--- src/rtl/ddr2_line_burst_master_if.sv ---
// Line request/response port plus DDR2 local (Avalon-style) port of the line burst master.
// master = the burst master itself, slave = the surrounding hierarchy/controller view.
interface ddr2_line_burst_master_if #(
    parameter int BURST_LEN = 2,
    parameter int DATA_W    = 256,
    parameter int ADDR_W    = 25
);
    logic                            local_init_done;
    logic                            cmd_valid;
    logic                            cmd_ready;
    logic                            cmd_write;
    logic [ADDR_W-1:0]               cmd_addr;
    logic [DATA_W*BURST_LEN-1:0]     cmd_wdata;
    logic [DATA_W/8*BURST_LEN-1:0]   cmd_be;
    logic                            rsp_valid;
    logic                            rsp_ready;
    logic [DATA_W*BURST_LEN-1:0]     rsp_rdata;
    logic                            rsp_error;
    logic                            wr_done;
    logic [ADDR_W-1:0]               local_address;
    logic [6:0]                      local_size;
    logic                            local_burstbegin;
    logic                            local_read_req;
    logic                            local_write_req;
    logic [DATA_W-1:0]               local_wdata;
    logic [DATA_W/8-1:0]             local_be;
    logic                            local_ready;
    logic [DATA_W-1:0]               local_rdata;
    logic                            local_rdata_valid;
    logic                            local_rdata_error;
    logic                            unexpected_rdata;

    modport master (
        input  local_init_done, cmd_valid, cmd_write, cmd_addr, cmd_wdata, cmd_be,
               rsp_ready, local_ready, local_rdata, local_rdata_valid, local_rdata_error,
        output cmd_ready, rsp_valid, rsp_rdata, rsp_error, wr_done,
               local_address, local_size, local_burstbegin, local_read_req,
               local_write_req, local_wdata, local_be, unexpected_rdata
    );

    modport slave (
        output local_init_done, cmd_valid, cmd_write, cmd_addr, cmd_wdata, cmd_be,
               rsp_ready, local_ready, local_rdata, local_rdata_valid, local_rdata_error,
        input  cmd_ready, rsp_valid, rsp_rdata, rsp_error, wr_done,
               local_address, local_size, local_burstbegin, local_read_req,
               local_write_req, local_wdata, local_be, unexpected_rdata
    );
endinterface

--- src/rtl/ddr2_line_burst_master.sv ---
// Cache-line to DDR2 local-burst master; all outputs registered, one line outstanding.
// Write beats hold until local_ready; read line held on rsp until rsp_ready; gated by local_init_done.
module ddr2_line_burst_master #(
    parameter int BURST_LEN = 2,
    parameter int DATA_W    = 256,
    parameter int ADDR_W    = 25
) (
    input  logic                      phy_clk,
    input  logic                      reset,
    ddr2_line_burst_master_if.master  bus
);
    localparam int                BE_W       = DATA_W / 8;
    localparam int                CNT_W      = (BURST_LEN > 1) ? $clog2(BURST_LEN) : 1;
    localparam logic [CNT_W-1:0]  LAST_BEAT  = CNT_W'(BURST_LEN - 1);
    localparam logic [6:0]        SIZE       = 7'(BURST_LEN);
    localparam logic [ADDR_W-1:0] ALIGN_MASK = ~ADDR_W'(BURST_LEN - 1);

    typedef enum logic [2:0] {INIT, IDLE, WR_BEAT, RD_CMD, RD_WAIT, RESP} state_t;
    typedef logic [BURST_LEN-1:0][DATA_W-1:0] line_t;
    typedef logic [BURST_LEN-1:0][BE_W-1:0]   be_line_t;

    state_t            state_q, state_d;
    logic [CNT_W-1:0]  cnt_q, cnt_d, cnt_inc;
    line_t             line_q, line_d;
    be_line_t          be_q, be_d;
    line_t             rdata_q, rdata_d;
    logic              err_q, err_d;
    logic [ADDR_W-1:0] addr_q, addr_d;
    logic [6:0]        size_q, size_d;
    logic              cmd_ready_q, cmd_ready_d;
    logic              rsp_valid_q, rsp_valid_d;
    logic              rsp_error_q, rsp_error_d;
    logic              wr_done_q, wr_done_d;
    logic              bb_q, bb_d;
    logic              rd_req_q, rd_req_d;
    logic              wr_req_q, wr_req_d;
    logic [DATA_W-1:0] wdata_q, wdata_d;
    logic [BE_W-1:0]   lbe_q, lbe_d;
    logic              unexp_q, unexp_d;
    state_t            after_line;

    always_ff @(posedge phy_clk or posedge reset) begin
        if (reset) begin
            state_q     <= INIT;
            cnt_q       <= '0;
            line_q      <= '0;
            be_q        <= '0;
            rdata_q     <= '0;
            err_q       <= 1'b0;
            addr_q      <= '0;
            size_q      <= '0;
            cmd_ready_q <= 1'b0;
            rsp_valid_q <= 1'b0;
            rsp_error_q <= 1'b0;
            wr_done_q   <= 1'b0;
            bb_q        <= 1'b0;
            rd_req_q    <= 1'b0;
            wr_req_q    <= 1'b0;
            wdata_q     <= '0;
            lbe_q       <= '0;
            unexp_q     <= 1'b0;
        end else begin
            state_q     <= state_d;
            cnt_q       <= cnt_d;
            line_q      <= line_d;
            be_q        <= be_d;
            rdata_q     <= rdata_d;
            err_q       <= err_d;
            addr_q      <= addr_d;
            size_q      <= size_d;
            cmd_ready_q <= cmd_ready_d;
            rsp_valid_q <= rsp_valid_d;
            rsp_error_q <= rsp_error_d;
            wr_done_q   <= wr_done_d;
            bb_q        <= bb_d;
            rd_req_q    <= rd_req_d;
            wr_req_q    <= wr_req_d;
            wdata_q     <= wdata_d;
            lbe_q       <= lbe_d;
            unexp_q     <= unexp_d;
        end
    end

    always_comb begin
        state_d     = state_q;
        cnt_d       = cnt_q;
        cnt_inc     = cnt_q + 1'b1;
        line_d      = line_q;
        be_d        = be_q;
        rdata_d     = rdata_q;
        err_d       = err_q;
        addr_d      = addr_q;
        size_d      = size_q;
        cmd_ready_d = cmd_ready_q;
        rsp_valid_d = rsp_valid_q;
        rsp_error_d = rsp_error_q;
        wr_done_d   = 1'b0;
        bb_d        = bb_q;
        rd_req_d    = rd_req_q;
        wr_req_d    = wr_req_q;
        wdata_d     = wdata_q;
        lbe_d       = lbe_q;
        unexp_d     = unexp_q | (bus.local_rdata_valid && (state_q != RD_WAIT));
        // A finished line falls back to INIT when calibration was lost meanwhile.
        after_line  = bus.local_init_done ? IDLE : INIT;

        case (state_q)
            INIT: begin
                if (bus.local_init_done) begin
                    state_d     = IDLE;
                    cmd_ready_d = 1'b1;
                end
            end
            IDLE: begin
                if (bus.cmd_valid && cmd_ready_q) begin
                    cmd_ready_d = 1'b0;
                    addr_d      = bus.cmd_addr & ALIGN_MASK;
                    line_d      = bus.cmd_wdata;
                    be_d        = bus.cmd_be;
                    size_d      = SIZE;
                    bb_d        = 1'b1;
                    cnt_d       = '0;
                    if (bus.cmd_write) begin
                        state_d  = WR_BEAT;
                        wr_req_d = 1'b1;
                        wdata_d  = bus.cmd_wdata[DATA_W-1:0];
                        lbe_d    = bus.cmd_be[BE_W-1:0];
                    end else begin
                        state_d  = RD_CMD;
                        rd_req_d = 1'b1;
                    end
                end else if (!bus.local_init_done) begin
                    state_d     = INIT;
                    cmd_ready_d = 1'b0;
                end
            end
            WR_BEAT: begin
                if (bus.local_ready) begin
                    if (cnt_q == LAST_BEAT) begin
                        state_d     = after_line;
                        cmd_ready_d = bus.local_init_done;
                        cnt_d       = '0;
                        wr_done_d   = 1'b1;
                        wr_req_d    = 1'b0;
                        bb_d        = 1'b0;
                        size_d      = '0;
                        wdata_d     = '0;
                        lbe_d       = '0;
                    end else begin
                        cnt_d   = cnt_inc;
                        wdata_d = line_q[cnt_inc];
                        lbe_d   = be_q[cnt_inc];
                        bb_d    = 1'b0;
                    end
                end
            end
            RD_CMD: begin
                if (bus.local_ready) begin
                    state_d  = RD_WAIT;
                    rd_req_d = 1'b0;
                    bb_d     = 1'b0;
                    size_d   = '0;
                    cnt_d    = '0;
                end
            end
            RD_WAIT: begin
                if (bus.local_rdata_valid) begin
                    rdata_d[cnt_q] = bus.local_rdata;
                    err_d          = err_q | bus.local_rdata_error;
                    if (cnt_q == LAST_BEAT) begin
                        state_d     = RESP;
                        cnt_d       = '0;
                        rsp_valid_d = 1'b1;
                        rsp_error_d = err_q | bus.local_rdata_error;
                    end else begin
                        cnt_d = cnt_inc;
                    end
                end
            end
            RESP: begin
                if (bus.rsp_ready && rsp_valid_q) begin
                    state_d     = after_line;
                    cmd_ready_d = bus.local_init_done;
                    rsp_valid_d = 1'b0;
                    rsp_error_d = 1'b0;
                    err_d       = 1'b0;
                end
            end
            default: begin
                state_d     = INIT;
                cmd_ready_d = 1'b0;
            end
        endcase
    end

    assign bus.cmd_ready        = cmd_ready_q;
    assign bus.rsp_valid        = rsp_valid_q;
    assign bus.rsp_rdata        = rdata_q;
    assign bus.rsp_error        = rsp_error_q;
    assign bus.wr_done          = wr_done_q;
    assign bus.local_address    = addr_q;
    assign bus.local_size       = size_q;
    assign bus.local_burstbegin = bb_q;
    assign bus.local_read_req   = rd_req_q;
    assign bus.local_write_req  = wr_req_q;
    assign bus.local_wdata      = wdata_q;
    assign bus.local_be         = lbe_q;
    assign bus.unexpected_rdata = unexp_q;
endmodule

--- src/flat_wrapper.sv ---
// flat-port wrapper written by rule: the top's interface ports become plain ports
module ddr2_line_burst_master_flat 
#(
    parameter int BURST_LEN = 2,
    parameter int DATA_W    = 256,
    parameter int ADDR_W    = 25
)
  (phy_clk, reset, bus_local_init_done, bus_cmd_valid, bus_cmd_write, bus_cmd_addr, bus_cmd_wdata, bus_cmd_be, bus_rsp_ready, bus_local_ready, bus_local_rdata, bus_local_rdata_valid, bus_local_rdata_error, bus_cmd_ready, bus_rsp_valid, bus_rsp_rdata, bus_rsp_error, bus_wr_done, bus_local_address, bus_local_size, bus_local_burstbegin, bus_local_read_req, bus_local_write_req, bus_local_wdata, bus_local_be, bus_unexpected_rdata);
  ddr2_line_burst_master_if #(.BURST_LEN(BURST_LEN), .DATA_W(DATA_W), .ADDR_W(ADDR_W)) bus_i ();
  input  logic phy_clk;
  input  logic reset;
  input wire logic [$bits(bus_i.local_init_done)-1:0] bus_local_init_done;
  input wire logic [$bits(bus_i.cmd_valid)-1:0] bus_cmd_valid;
  input wire logic [$bits(bus_i.cmd_write)-1:0] bus_cmd_write;
  input wire logic [$bits(bus_i.cmd_addr)-1:0] bus_cmd_addr;
  input wire logic [$bits(bus_i.cmd_wdata)-1:0] bus_cmd_wdata;
  input wire logic [$bits(bus_i.cmd_be)-1:0] bus_cmd_be;
  input wire logic [$bits(bus_i.rsp_ready)-1:0] bus_rsp_ready;
  input wire logic [$bits(bus_i.local_ready)-1:0] bus_local_ready;
  input wire logic [$bits(bus_i.local_rdata)-1:0] bus_local_rdata;
  input wire logic [$bits(bus_i.local_rdata_valid)-1:0] bus_local_rdata_valid;
  input wire logic [$bits(bus_i.local_rdata_error)-1:0] bus_local_rdata_error;
  output wire logic [$bits(bus_i.cmd_ready)-1:0] bus_cmd_ready;
  output wire logic [$bits(bus_i.rsp_valid)-1:0] bus_rsp_valid;
  output wire logic [$bits(bus_i.rsp_rdata)-1:0] bus_rsp_rdata;
  output wire logic [$bits(bus_i.rsp_error)-1:0] bus_rsp_error;
  output wire logic [$bits(bus_i.wr_done)-1:0] bus_wr_done;
  output wire logic [$bits(bus_i.local_address)-1:0] bus_local_address;
  output wire logic [$bits(bus_i.local_size)-1:0] bus_local_size;
  output wire logic [$bits(bus_i.local_burstbegin)-1:0] bus_local_burstbegin;
  output wire logic [$bits(bus_i.local_read_req)-1:0] bus_local_read_req;
  output wire logic [$bits(bus_i.local_write_req)-1:0] bus_local_write_req;
  output wire logic [$bits(bus_i.local_wdata)-1:0] bus_local_wdata;
  output wire logic [$bits(bus_i.local_be)-1:0] bus_local_be;
  output wire logic [$bits(bus_i.unexpected_rdata)-1:0] bus_unexpected_rdata;
  assign bus_i.local_init_done = bus_local_init_done;
  assign bus_i.cmd_valid = bus_cmd_valid;
  assign bus_i.cmd_write = bus_cmd_write;
  assign bus_i.cmd_addr = bus_cmd_addr;
  assign bus_i.cmd_wdata = bus_cmd_wdata;
  assign bus_i.cmd_be = bus_cmd_be;
  assign bus_i.rsp_ready = bus_rsp_ready;
  assign bus_i.local_ready = bus_local_ready;
  assign bus_i.local_rdata = bus_local_rdata;
  assign bus_i.local_rdata_valid = bus_local_rdata_valid;
  assign bus_i.local_rdata_error = bus_local_rdata_error;
  assign bus_cmd_ready = bus_i.cmd_ready;
  assign bus_rsp_valid = bus_i.rsp_valid;
  assign bus_rsp_rdata = bus_i.rsp_rdata;
  assign bus_rsp_error = bus_i.rsp_error;
  assign bus_wr_done = bus_i.wr_done;
  assign bus_local_address = bus_i.local_address;
  assign bus_local_size = bus_i.local_size;
  assign bus_local_burstbegin = bus_i.local_burstbegin;
  assign bus_local_read_req = bus_i.local_read_req;
  assign bus_local_write_req = bus_i.local_write_req;
  assign bus_local_wdata = bus_i.local_wdata;
  assign bus_local_be = bus_i.local_be;
  assign bus_unexpected_rdata = bus_i.unexpected_rdata;
  ddr2_line_burst_master #(.BURST_LEN(BURST_LEN), .DATA_W(DATA_W), .ADDR_W(ADDR_W)) u_core (.phy_clk(phy_clk), .reset(reset), .bus(bus_i));
endmodule
--- config.mk ---
export PLATFORM = sky130hd
export DESIGN_NAME = ddr2_line_burst_master_flat
export DESIGN_NICKNAME = d
export VERILOG_FILES = /design/src/rtl/ddr2_line_burst_master_if.sv /design/src/rtl/ddr2_line_burst_master.sv /design/src/flat_wrapper.sv
export SDC_FILE = /design/constraint.sdc
export NUM_CORES = 2
export LEC_CHECK = 0
export CORE_AREA = 3 3 666 668
export CTS_BUF_LIST = sky130_fd_sc_hd__clkbuf_8 sky130_fd_sc_hd__clkbuf_16
export CTS_CLUSTER_SIZE = 8
export DETAILED_ROUTE_END_ITERATION = 10
export DIE_AREA = 0 0 669 671
export PLACE_DENSITY = 0.3
export SYNTH_ARGS = -nofsm -noshare
export SYNTH_HDL_FRONTEND = slang
export SYNTH_SLANG_ARGS = --single-unit
--- constraint.sdc ---
create_clock -name phy_clk -period 59.9 [get_ports phy_clk]
set_clock_uncertainty 0.05 [all_clocks]
set_input_delay 14.975 -clock phy_clk [delete_from_list [all_inputs] [get_ports phy_clk]]
set_output_delay 14.975 -clock phy_clk [all_outputs]
set_load 0.1 [all_outputs]
==> parameters.txt <==
Parameter                              Value

Critical path
  Library cell contributing the largest single delay on the critical path ... buf_4
  Endpoint kind of the worst setup timing path ... register
  Reg-to-reg slack, setup ... 54.90 ns
  Most frequent cell on the critical path ... buf_4
  Crit-path max FO ... 52
  Required @ worst endpoint ... 60.60 ns
  Critical register-to-register path startpoint ... u_core.state_q[1]
  Worst R2R End ... u_core.bus.rsp_rdata[256]
  R2r worst-path depth ... 8
  Type of origin of the critical path ... primary input
  Path type of the worst setup path ... primary input to register
  Worst stage delay on the critical path ... 0.73 ns
  Data arrival time of the critical path ... 19.45 ns
  Chain of cells forming the critical path ... clkdlybuf4s50_1 > nand4_1 > buf_4 > buf_4 > buf_4 > buf_4 > buf_4 > mux2_2

GRT
  Number of global-route vias before repair ... 38,200
  Antenna violations before repair ... 141
  Pin count of the biggest net entering global routing ... 152
  Total routing usage reported by global routing ... 12.9%
  Global-route wire length before repair ... approximately 390,000 µm
  Overflow after GRT ... 0

Floorplanning
  Area enclosed by the die boundary ... 449,000 µm²
  Number of top-level pins ... 1,706
  Count of standard-cell rows ... 243
  CORE AREA ... 438,000 µm²
  Chip height ... approximately 670 µm
  Die width ... 669 µm
  Initial Utilization ... between 10% and 20%

Yosys
  Largest cells by area after synthesis ... dfrtp_1 (64%), mux2_2 (13%), nand2_1 (8.2%), a221o_1 (6.5%), and3_1 (4.1%)
  Synth top area share ... 64.1%
  Post-synth EDFFs ... 0
  Most numerous cell types in the synthesized netlist ... dfrtp_1 (1,126), nand2_1 (955), mux2_2 (512)
  Most common cell in the netlist ... dfrtp_1
  Top cell type by total area after synthesis ... dfrtp_1
  Synthesis-stage register bit count ... 1,126
  Synthesized area ... about 44,000 µm²
  Fraction of the yosys area taken by sequential cells ... between 60% and 70%
  Main flop type after synthesis ... dfrtp_1
  Async set-or-reset flop fraction in the synthesized netlist ... 100%
  Number of different library cells in the post-synthesis netlist ... 39
  Post-Synthesis Cells ... 3,505
  Average size of a mapped cell ... 12.5 µm²
  Number of warning messages in the yosys log ... 0

Power
  Worst VDD drop ... ~0.042 mV
  Leak ... 0.0318 µW
  Power density cells ... approximately 72 nW/µm²

CTS
  Clock sink total ... 1,126
  Clock latency at the later pin of the worst-skew pair ... 0.87 ns
  Reg clk slew, reported paths ... 0.05 ns
  Number of levels the H-tree was split into ... 4
  Count of instances resized after the clock tree is built ... 0
  CTS tree ... done
  Count of buffers added by post-CTS timing repair for setup ... 0
  Max Root-Sink Buffers ... 4
  Buffer cell driving the clock tree root ... clkbuf_16
  Hold buffers post-CTS ... 0
  Clock buffer count from CTS ... 170

Worst hold path
  Hold path depth ... 2
  Min-delay src ... u_core.line_q[278]
  Hold Path Class ... register to register
  Hold-critical path endpoint ... u_core.line_q[278]

Detailed routing
  Number of design-rule violations left by the first detailed-router iteration ... 1,969
  Final wirelength ... between 300,000 and 400,000 µm
  Via total after detailed routing ... roughly 36,000
  Avg Vias per Cell ... 3.25
  Drc violations ... 0
  Post-route ant nets ... 0
  Routed WL per cell ... 27.2 µm
  Length of the first detailed-routing pass in iterations ... 5

STA
  Final min period ... between 15 and 20 ns
  Number of failing setup endpoints in the final timing report ... 0
  Sum of negative setup slack ... 0 ns
  Min setup slack post-route ... 41.15 ns
  Slew of the pin with the lowest slew margin ... 1.24 ns
  Headroom to the max-slew limit ... ~17%
  Unrepaired setup endpoints after global routing ... no
  Max-slew violations ... 0
  Number of hold violations in the final report ... 0
  Fin crit share ... 31.3%
  Max Fclk ... 53.3 MHz

Finish
  Layout fillers ... between 40,000 and 50,000
  Total Nets Final ... 6,033
  Area growth from synthesis to final layout ... 63.6%
  Layout cell share with drive strength beyond 1 ... ~18%
  Combined flip-flop and latch cell area ... 28,200 µm²
  Combined area of the multi-input logic cells ... 14,500 µm²

Flow run
  Count of maximum capacitance violations ... 0

Placed design
  Detailed placer's ending HPWL ... approximately 230,000 µm
  Pre-CTS worst setup slack ... 40.10 ns
  Count of input and output buffers ... 1,697
  Final GP Congestion ... between 0.8 and 0.9

Status
  Run status ... finished clean
==> routing by layer <==
| metal | part of all wire [%] | global-route usage, % |
|---|---|---|
| met5 | 0.13 | 0 |
| met1 | 35 | 13.3 |
| met4 | 2.4 | 3.02 |
| met2 | 53 | 23.9 |
| met3 | 9.6 | 5.27 |
==> worst max-delay path by stage <==
stage | end | slack [ns] | startpoint
after detailed placement | u_core.bus.rsp_rdata[510] | 40.10 | bus_local_rdata_valid
after floorplan | u_core.be_q[32] | 13.17 | reset
after global routing | u_core.bus.rsp_rdata[335] | 40.88 | bus_local_rdata_valid
after global placement | u_core.bus.rsp_rdata[510] | 40.08 | bus_local_rdata_valid
final | u_core.bus.rsp_rdata[256] | 41.15 | bus_local_rdata_valid
after CTS | u_core.bus.rsp_rdata[335] | 41.10 | bus_local_rdata_valid
==> through the flow <==
step | cell area [µm²] | cells | util (%) | power, µW | hold slack (ns)
after floorplan | 43900 | 3511 | - | 3360 | 0.387
final | 71900 | 11000 | 16.4 | 5200 | 0.412
after detailed placement | 66900 | 10800 | 15.3 | 4340 | 0.403
after global placement | 66900 | 10800 | 15.3 | 4340 | 0.400
after CTS | 71700 | 11000 | 16.4 | 5310 | 0.417
after global routing | 71800 | 11000 | 16.4 | 5410 | 0.429
==> critical path, delay by kind of cell <==
family	cells	cell delay, ns
buf+inv	6	3.57
mux	1	0.41
simple gates	1	0.15
==> report_power, final <==
part	leakage (µW)	total, µW	switching, µW	internal, µW
Clock	0.00243	923	389	534
Combinational	0.0150	3000	2340	655
Sequential	0.0144	1280	194	1090
==> placed cells by master, fill, tap and decap left out, types with 2 or more instances in the layout <==
master,netlist,final
buf_4,10,195
clkdlybuf4s50_1,0,1543
a221o_1,287,287
inv_1,6,27
nor2_1,8,8
clkbuf_8,0,10
a211oi_1,2,2
mux2_2,512,512
o22ai_1,2,2
buf_12,0,5
o21ai_0,12,12
diode_2,0,53
clkbuf_16,0,175
conb_1,1,7
dfrtp_1,1126,1126
a21oi_1,4,3
nand2_1,955,954
and3_1,288,287
nand4_1,3,3
nor3_1,3,2
a22oi_1,2,2
a21o_1,2,2
clkinv_4,0,2
buf_2,66,7
nor2b_1,4,4
a31oi_1,3,3
clkinv_16,0,2
o211ai_1,2,2
clkinv_8,0,3
nand2b_1,2,2
==> kinds of logic after synthesis <==
kind of cell    Yosys count  share of synthesized area [%]
buf+inv                 273                           3.03
simple gates           1269                           12.6
other cells               1                        0.00854
xor+xnor                  1                         0.0199
flops                  1126                           64.1
compound gates          323                           7.07
mux                     512                           13.1
==> state kept, by name, indices dropped and copies added (netlist names) <==
register	cells
u_core.bus.local_wdata	256
u_core.cnt_q	1
u_core.bus.wr_done	1
u_core.err_q	1
u_core.bus.local_size	1
u_core.bus.local_read_req	1
u_core.line_q	256
u_core.bus.rsp_valid	1
u_core.bus.rsp_error	1
u_core.state_q	3
u_core.be_q	32
u_core.bus.local_address	24
u_core.bus.local_write_req	1
u_core.bus.cmd_ready	1
u_core.bus.local_burstbegin	1
u_core.bus.local_be	32
u_core.bus.unexpected_rdata	1
u_core.bus.rsp_rdata	512
==> layout make-up <==
class	instances	share of cell area (%)
well taps	5757	10.0
diodes	53	0.185
clock inverters	34	0.390
repair buffers	1750	23.7
inverters	7	0.0470
clock buffers	185	6.28
multi-input cells	2112	20.2
flip-flops and latches	1126	39.2
Power figures use the tool's default switching activity.
